`src/rtl/cfar_seq_pkg.sv`:
```
// Shared types and default constants for the CFAR frame sequencer.
package cfar_seq_pkg;

  typedef enum logic [1:0] {
    IDLE,
    STREAM,
    WAIT,
    HOLD
  } seq_state_e;

  localparam int SEQ_DATA_W    = 29;
  localparam int SEQ_IDX_W     = 9;
  localparam int SEQ_FRAME_LEN = 512;
  localparam int SEQ_FRM_CNT_W = 16;

  // Result record at the default widths, for integration code and models.
  typedef struct packed {
    logic [SEQ_DATA_W-1:0]    value;
    logic [SEQ_IDX_W-1:0]     index;
    logic [SEQ_FRM_CNT_W-1:0] frame;
    logic                     timeout;
  } seq_result_t;

endpackage

```
`src/rtl/cfar_seq_result_reg.sv`:
```
// Result capture register with a valid/ready hold towards the consumer.
module cfar_seq_result_reg #(
  parameter int DATA_W    = 29,
  parameter int IDX_W     = 9,
  parameter int FRM_CNT_W = 16
) (
  input  logic                 clk,
  input  logic                 reset_n,
  input  logic                 capture,
  input  logic [DATA_W-1:0]    cap_value,
  input  logic [IDX_W-1:0]     cap_index,
  input  logic [FRM_CNT_W-1:0] cap_frame,
  input  logic                 cap_timeout,
  input  logic                 res_ready,
  output logic [DATA_W-1:0]    res_value,
  output logic [IDX_W-1:0]     res_index,
  output logic [FRM_CNT_W-1:0] res_frame,
  output logic                 res_timeout,
  output logic                 res_valid
);

  // NOTE: sequential state uses <= so every register samples pre-edge values.
  always_ff @(posedge clk) begin
    if (!reset_n) begin
      res_value   <= '0;
      res_index   <= '0;
      res_frame   <= '0;
      res_timeout <= 1'b0;
      res_valid   <= 1'b0;
    end else if (capture) begin
      res_value   <= cap_value;
      res_index   <= cap_index;
      res_frame   <= cap_frame;
      res_timeout <= cap_timeout;
      res_valid   <= 1'b1;
    end else if (res_valid && res_ready) begin
      res_valid <= 1'b0;
    end
  end

endmodule

```
`src/rtl/cfar_frame_sequencer.sv`:
```
// Frame sequencer for the CFAR max detector: streams FRAME_LEN samples, then
// waits for and holds the detector result. Optional watchdog: CFAR_SEQ_TIMEOUT_EN.
module cfar_frame_sequencer
  import cfar_seq_pkg::*;
#(
  parameter int DATA_W      = SEQ_DATA_W,
  parameter int IDX_W       = SEQ_IDX_W,
  parameter int FRAME_LEN   = SEQ_FRAME_LEN,
  parameter int FRM_CNT_W   = SEQ_FRM_CNT_W,
  parameter int TIMEOUT_CYC = 1024
) (
  input  logic                 clk,
  input  logic                 reset_n,
  input  logic                 enable,
  input  logic [DATA_W-1:0]    s_power,
  input  logic                 s_valid,
  output logic                 s_ready,
  output logic [DATA_W-1:0]    power_in,
  output logic                 input_valid,
  output logic                 frame_start,
  input  logic [DATA_W-1:0]    max_value,
  input  logic [IDX_W-1:0]     index_out,
  input  logic                 max_valid,
  output logic [DATA_W-1:0]    res_value,
  output logic [IDX_W-1:0]     res_index,
  output logic [FRM_CNT_W-1:0] res_frame,
  output logic                 res_timeout,
  output logic                 res_valid,
  input  logic                 res_ready,
  output logic                 err_spurious,
  output logic                 busy
);

  if (FRAME_LEN < 2 || FRAME_LEN > 2**IDX_W || TIMEOUT_CYC < 1) begin : g_param_check
    $error("cfar_frame_sequencer: FRAME_LEN or TIMEOUT_CYC out of range");
  end

  seq_state_e           state_q, state_d;
  logic [IDX_W-1:0]     bin_cnt_q;
  logic [FRM_CNT_W-1:0] frame_cnt_q;
  logic                 accept, last_accept, capture, timeout, res_ack;
  logic [DATA_W-1:0]    cap_value;
  logic [IDX_W-1:0]     cap_index;

  assign s_ready     = (state_q == STREAM);
  assign busy        = (state_q != IDLE);
  assign accept      = s_valid && s_ready;
  assign last_accept = accept && (bin_cnt_q == IDX_W'(FRAME_LEN - 1));
  assign res_ack     = (state_q == HOLD) && res_ready;

`ifdef CFAR_SEQ_TIMEOUT_EN
  localparam int WAIT_W = $clog2(TIMEOUT_CYC + 1);
  logic [WAIT_W-1:0] wait_cnt_q;

  // A real result on the expiry cycle wins over the abort.
  assign timeout = (state_q == WAIT) && !max_valid &&
                   (wait_cnt_q == WAIT_W'(TIMEOUT_CYC - 1));

  always_ff @(posedge clk) begin
    if (!reset_n || state_q != WAIT) wait_cnt_q <= '0;
    else                             wait_cnt_q <= wait_cnt_q + 1'b1;
  end
`else
  assign timeout = 1'b0;
`endif

  assign capture   = (state_q == WAIT) && (max_valid || timeout);
  assign cap_value = max_valid ? max_value : '0;
  assign cap_index = max_valid ? index_out : '0;

  always_ff @(posedge clk) begin
    if (!reset_n) state_q <= IDLE;
    else          state_q <= state_d;
  end

  // NOTE: state_d gets a default before the case so no latch is inferred.
  always_comb begin
    state_d = state_q;
    unique case (state_q)
      IDLE:    if (enable)      state_d = STREAM;
      STREAM:  if (last_accept) state_d = WAIT;
      WAIT:    if (capture)     state_d = HOLD;
      HOLD:    if (res_ready)   state_d = enable ? STREAM : IDLE;
      default:                  state_d = IDLE;
    endcase
  end

  always_ff @(posedge clk) begin
    if (!reset_n) begin
      bin_cnt_q    <= '0;
      frame_cnt_q  <= '0;
      power_in     <= '0;
      input_valid  <= 1'b0;
      frame_start  <= 1'b0;
      err_spurious <= 1'b0;
    end else begin
      input_valid <= accept;
      frame_start <= accept && (bin_cnt_q == '0);
      if (accept) begin
        power_in  <= s_power;
        bin_cnt_q <= last_accept ? '0 : bin_cnt_q + 1'b1;
      end
      if (res_ack) frame_cnt_q <= frame_cnt_q + 1'b1;
      if (max_valid && state_q != WAIT) err_spurious <= 1'b1;
    end
  end

  cfar_seq_result_reg #(
    .DATA_W   (DATA_W),
    .IDX_W    (IDX_W),
    .FRM_CNT_W(FRM_CNT_W)
  ) u_result (
    .clk        (clk),
    .reset_n    (reset_n),
    .capture    (capture),
    .cap_value  (cap_value),
    .cap_index  (cap_index),
    .cap_frame  (frame_cnt_q),
    .cap_timeout(timeout),
    .res_ready  (res_ready),
    .res_value  (res_value),
    .res_index  (res_index),
    .res_frame  (res_frame),
    .res_timeout(res_timeout),
    .res_valid  (res_valid)
  );

endmodule
```
`config.mk`:
```
export PLATFORM = sky130hd
export DESIGN_NAME = cfar_frame_sequencer
export DESIGN_NICKNAME = d
export VERILOG_FILES = /design/src/rtl/cfar_seq_pkg.sv /design/src/rtl/cfar_seq_result_reg.sv /design/src/rtl/cfar_frame_sequencer.sv
export SDC_FILE = /design/constraint.sdc
export NUM_CORES = 1
export LEC_CHECK = 0
export BUFFER_PORTS_ARGS = -buffer_cell sky130_fd_sc_hd__buf_2
export CAP_MARGIN = 25
export CORE_MARGIN = 4
export CORE_UTILIZATION = 45
export CTS_BUF_LIST = sky130_fd_sc_hd__clkbuf_8
export CTS_CLUSTER_DIAMETER = 50
export DETAILED_ROUTE_END_ITERATION = 10
export MAX_ROUTING_LAYER = met4
export PLACE_DENSITY = 0.71
export REMOVE_ABC_BUFFERS = 1
export SYNTH_ARGS = -nofsm -noshare
export SYNTH_HDL_FRONTEND = slang
export SYNTH_HIERARCHICAL = 1
export SYNTH_SLANG_ARGS = --single-unit
```
`constraint.sdc`:
```
create_clock -name clk -period 3.65 [get_ports clk]
set_clock_uncertainty 0.1 [all_clocks]
set_input_delay 0.365 -clock clk [delete_from_list [all_inputs] [get_ports clk]]
set_output_delay 0.365 -clock clk [all_outputs]
set_load 0.1 [all_outputs]
```
==> results.cfg <==
[status]
status = completed

[power_and_ir_drop]
power_per_cell_area_nw_per_um2 = 636.2
vdd_ir_drop_max_v = 0.0003275
power.leakage_uw = 0.002606

[global_route]
first_global_vias = 3920
overflow = 0
grt_use_total_pct = 18.54
antenna_found_initial = 0
grt_max_degree = 64
grt_pass1_wl_um = 18610

[min_path]
min-delay-start = s_power[9]
hold_path.class = input pin to flop

[sta]
finalCritPeriodShare_pct = 58.84
max_freq_ghz = 0.4657
rsz0062_at_grt = false
fin_crit_ns = 2.147
max-slew-margin-rel_pct = 36.16
finalSetupTns_ns = 0
tightest_slew_ns = 0.9576
slew_violations = 0
hold_ws_ns = 0.07525
final_hold_viol_count = 0
finalSetupViolations = 0

[worst_setup_path]
startpoint_type = flop
path_cells = ha_1 > nand3_1 > nor2_1 > ha_1 > nand2_1 > a2111oi_4 > o21ai_1 > a221oi_1
cp-end-kind = flop
path_class = flop to flop
critPathLaunch = bin_cnt_q[0]
required_ns = 3.86
critPathArrivalTime_ns = 2.36
critPathMaxStageDelay_ns = 0.42
crit_top_cell = ha_1
cpMaxStageDelayCell = a2111oi_4
timing.rr.start = bin_cnt_q[0]
critPathMaxFanout = 4

[finish]
seq_area_um2 = 2302
utilization_pct = 59.27
antenna_cells = 0
layout.cells.non_filler = 820
design_area_um2 = 6173
final_layout_size_suffix_gt1_share_pct = 30.12
n_fill_cell = 921
final_common_cell = buf_2
final_cell_mix = buf_2, dfxtp_1, nand2_1, nor2b_1, mux2i_1
multi_input_area_um2 = 2351
syn_to_final_growth_pct = 26.74
num-nets-final = 753

[clock_tree]
cts_tree = done
cts.clk_slew.worst_paths_ns = 0.08
clock-sinks = 115
cts_setup_buffers = 0
numCtsBuffers = 17
ctsHoldBuffers = 0
ctsRootBufferMaster = clkbuf_8
clkLatencyLatePin_ns = 0.42
clk_path_buf_depth = 2
htree_levels = 4
cts.repair.resized = 0

[logic_synthesis]
syn_area_um2 = 4871
synth_cell_types = 36
ys_warn_count = 6
ys_seq_area_share_pct = 47.26
synth-edff-count = 0
synth_area_per_cell_um2 = 9.477
synth_seq_cells = 115
synth_largest_area_cell = dfxtp_1
ys_top_cells_by_area = dfxtp_1, mux2i_1, nor2b_1
async_flop_share_pct = 0
ys.flop_type = dfxtp_1
synth.top_cell.area_share_pct = 47.26
synth_cells = 514

[job]
cap_violations = 0

[route]
via_per_inst = 4.783
first_pass_iters = 5
drt-total-wl_um = 11050
drc = 0
dr.first_iter.drc_count = 218
vias = 3922
wl_per_cell_um = 13.47
drtAntennaViolNets = 0

[floorplan]
coreArea_um2 = 10420
die_w_um = 112.0
placementRows = 37
initial_core_util_pct = 46.76
ios = 163
fp.dieH_um = 112.0
dieArea_um2 = 12550

[place]
gp_congestion = 0.8342
placed_area_um2 = 5690
place_hpwl_um = 7735
io_buffers = 162
placed_cells = 787
## through the flow
stage          power (uW)  worst slack (ns)
4_1_cts              3949             1.282
6_report             3927             1.503
3_5_place_dp         2610             1.298
5_1_grt              4100             1.228
3_3_place_gp         2581             1.481
2_1_floorplan        2392            0.5912
## state kept, by name (all words and copies together) (netlist names)
| signal | count |
|---|---|
| u_result/res_frame | 16 |
| err_spurious | 1 |
| input_valid | 1 |
| frame_start | 1 |
| u_result/res_timeout | 1 |
| u_result/res_value | 29 |
| frame_cnt_q | 16 |
| bin_cnt_q | 9 |
| u_result/res_index | 9 |
| power_in | 29 |
| u_result/res_valid | 1 |
| state_q | 2 |
## cell usage after synthesis, types with 8 or more instances
| library cell | instances |
|---|---|
| clkbuf_1 | 18 |
| a21oi_1 | 34 |
| nand3_1 | 9 |
| xnor2_1 | 8 |
| and2_1 | 41 |
| nand2_1 | 76 |
| mux2i_1 | 58 |
| inv_1 | 8 |
| ha_1 | 9 |
| nor2b_1 | 59 |
| dfxtp_1 | 115 |
| nor2_1 | 22 |
| xor2_1 | 9 |
## power breakdown
part           switching (uW)  total [uW]  internal [uW]
sequential               50.6        1390           1340
clock                     540        1330            793
combinational             921        1200            282
total                    1510        3930           2420
## routing by layer
metal  track usage [%]  vias up  part of all wire [%]  wire length (um)
met3             6.631       15                   7.8               858
li1                  -     2005                     -                 -
met1             21.74     1767                    44              4862
met2             29.62      135                    47              5159
met4             6.410        0                   1.5               168
met5                 -        -                     0                 0
## cell families (layout without fill, tap and decap cells)
group,after synthesis,count (layout),share of synthesized area [%]
AOI/OAI and AO/OA,44,44,5.471
xor gates and xnor gates,17,17,3.057
adders and majority gates,9,9,2.312
buffers and inverters,37,207,4.521
DFF,115,115,47.26
muxes,58,58,11.92
other,1,1,0.07699
and+or+nand+nor,233,233,25.38
## critical path, delay by kind of cell, from the launching register on
family | cells | cell delay, ns
compound gates | 3 | 0.84
fa+ha+maj | 2 | 0.42
flops | 1 | 0.39
simple gates | 3 | 0.28
## layout make-up
| class | count | area share [%] |
|---|---|---|
| multi-input cells | 362 | 38.08 |
| flip-flops and latches | 115 | 37.29 |
| repair buffers | 166 | 13.94 |
| clock buffers | 19 | 4.236 |
| clock inverters | 13 | 3.141 |
| well taps | 136 | 2.756 |
| inverters | 9 | 0.5472 |
## path summary, 6_finish.rpt
path,to,slack [ns],cells past startpoint
worst max-delay path,state_q[0],1.50,8
worst min-delay path,power_in[9],0.08,3
worst max register to register,state_q[0],1.50,8
worst min register to register,power_in[18],0.36,2
Note: power is estimated with default switching activity, not from simulation.
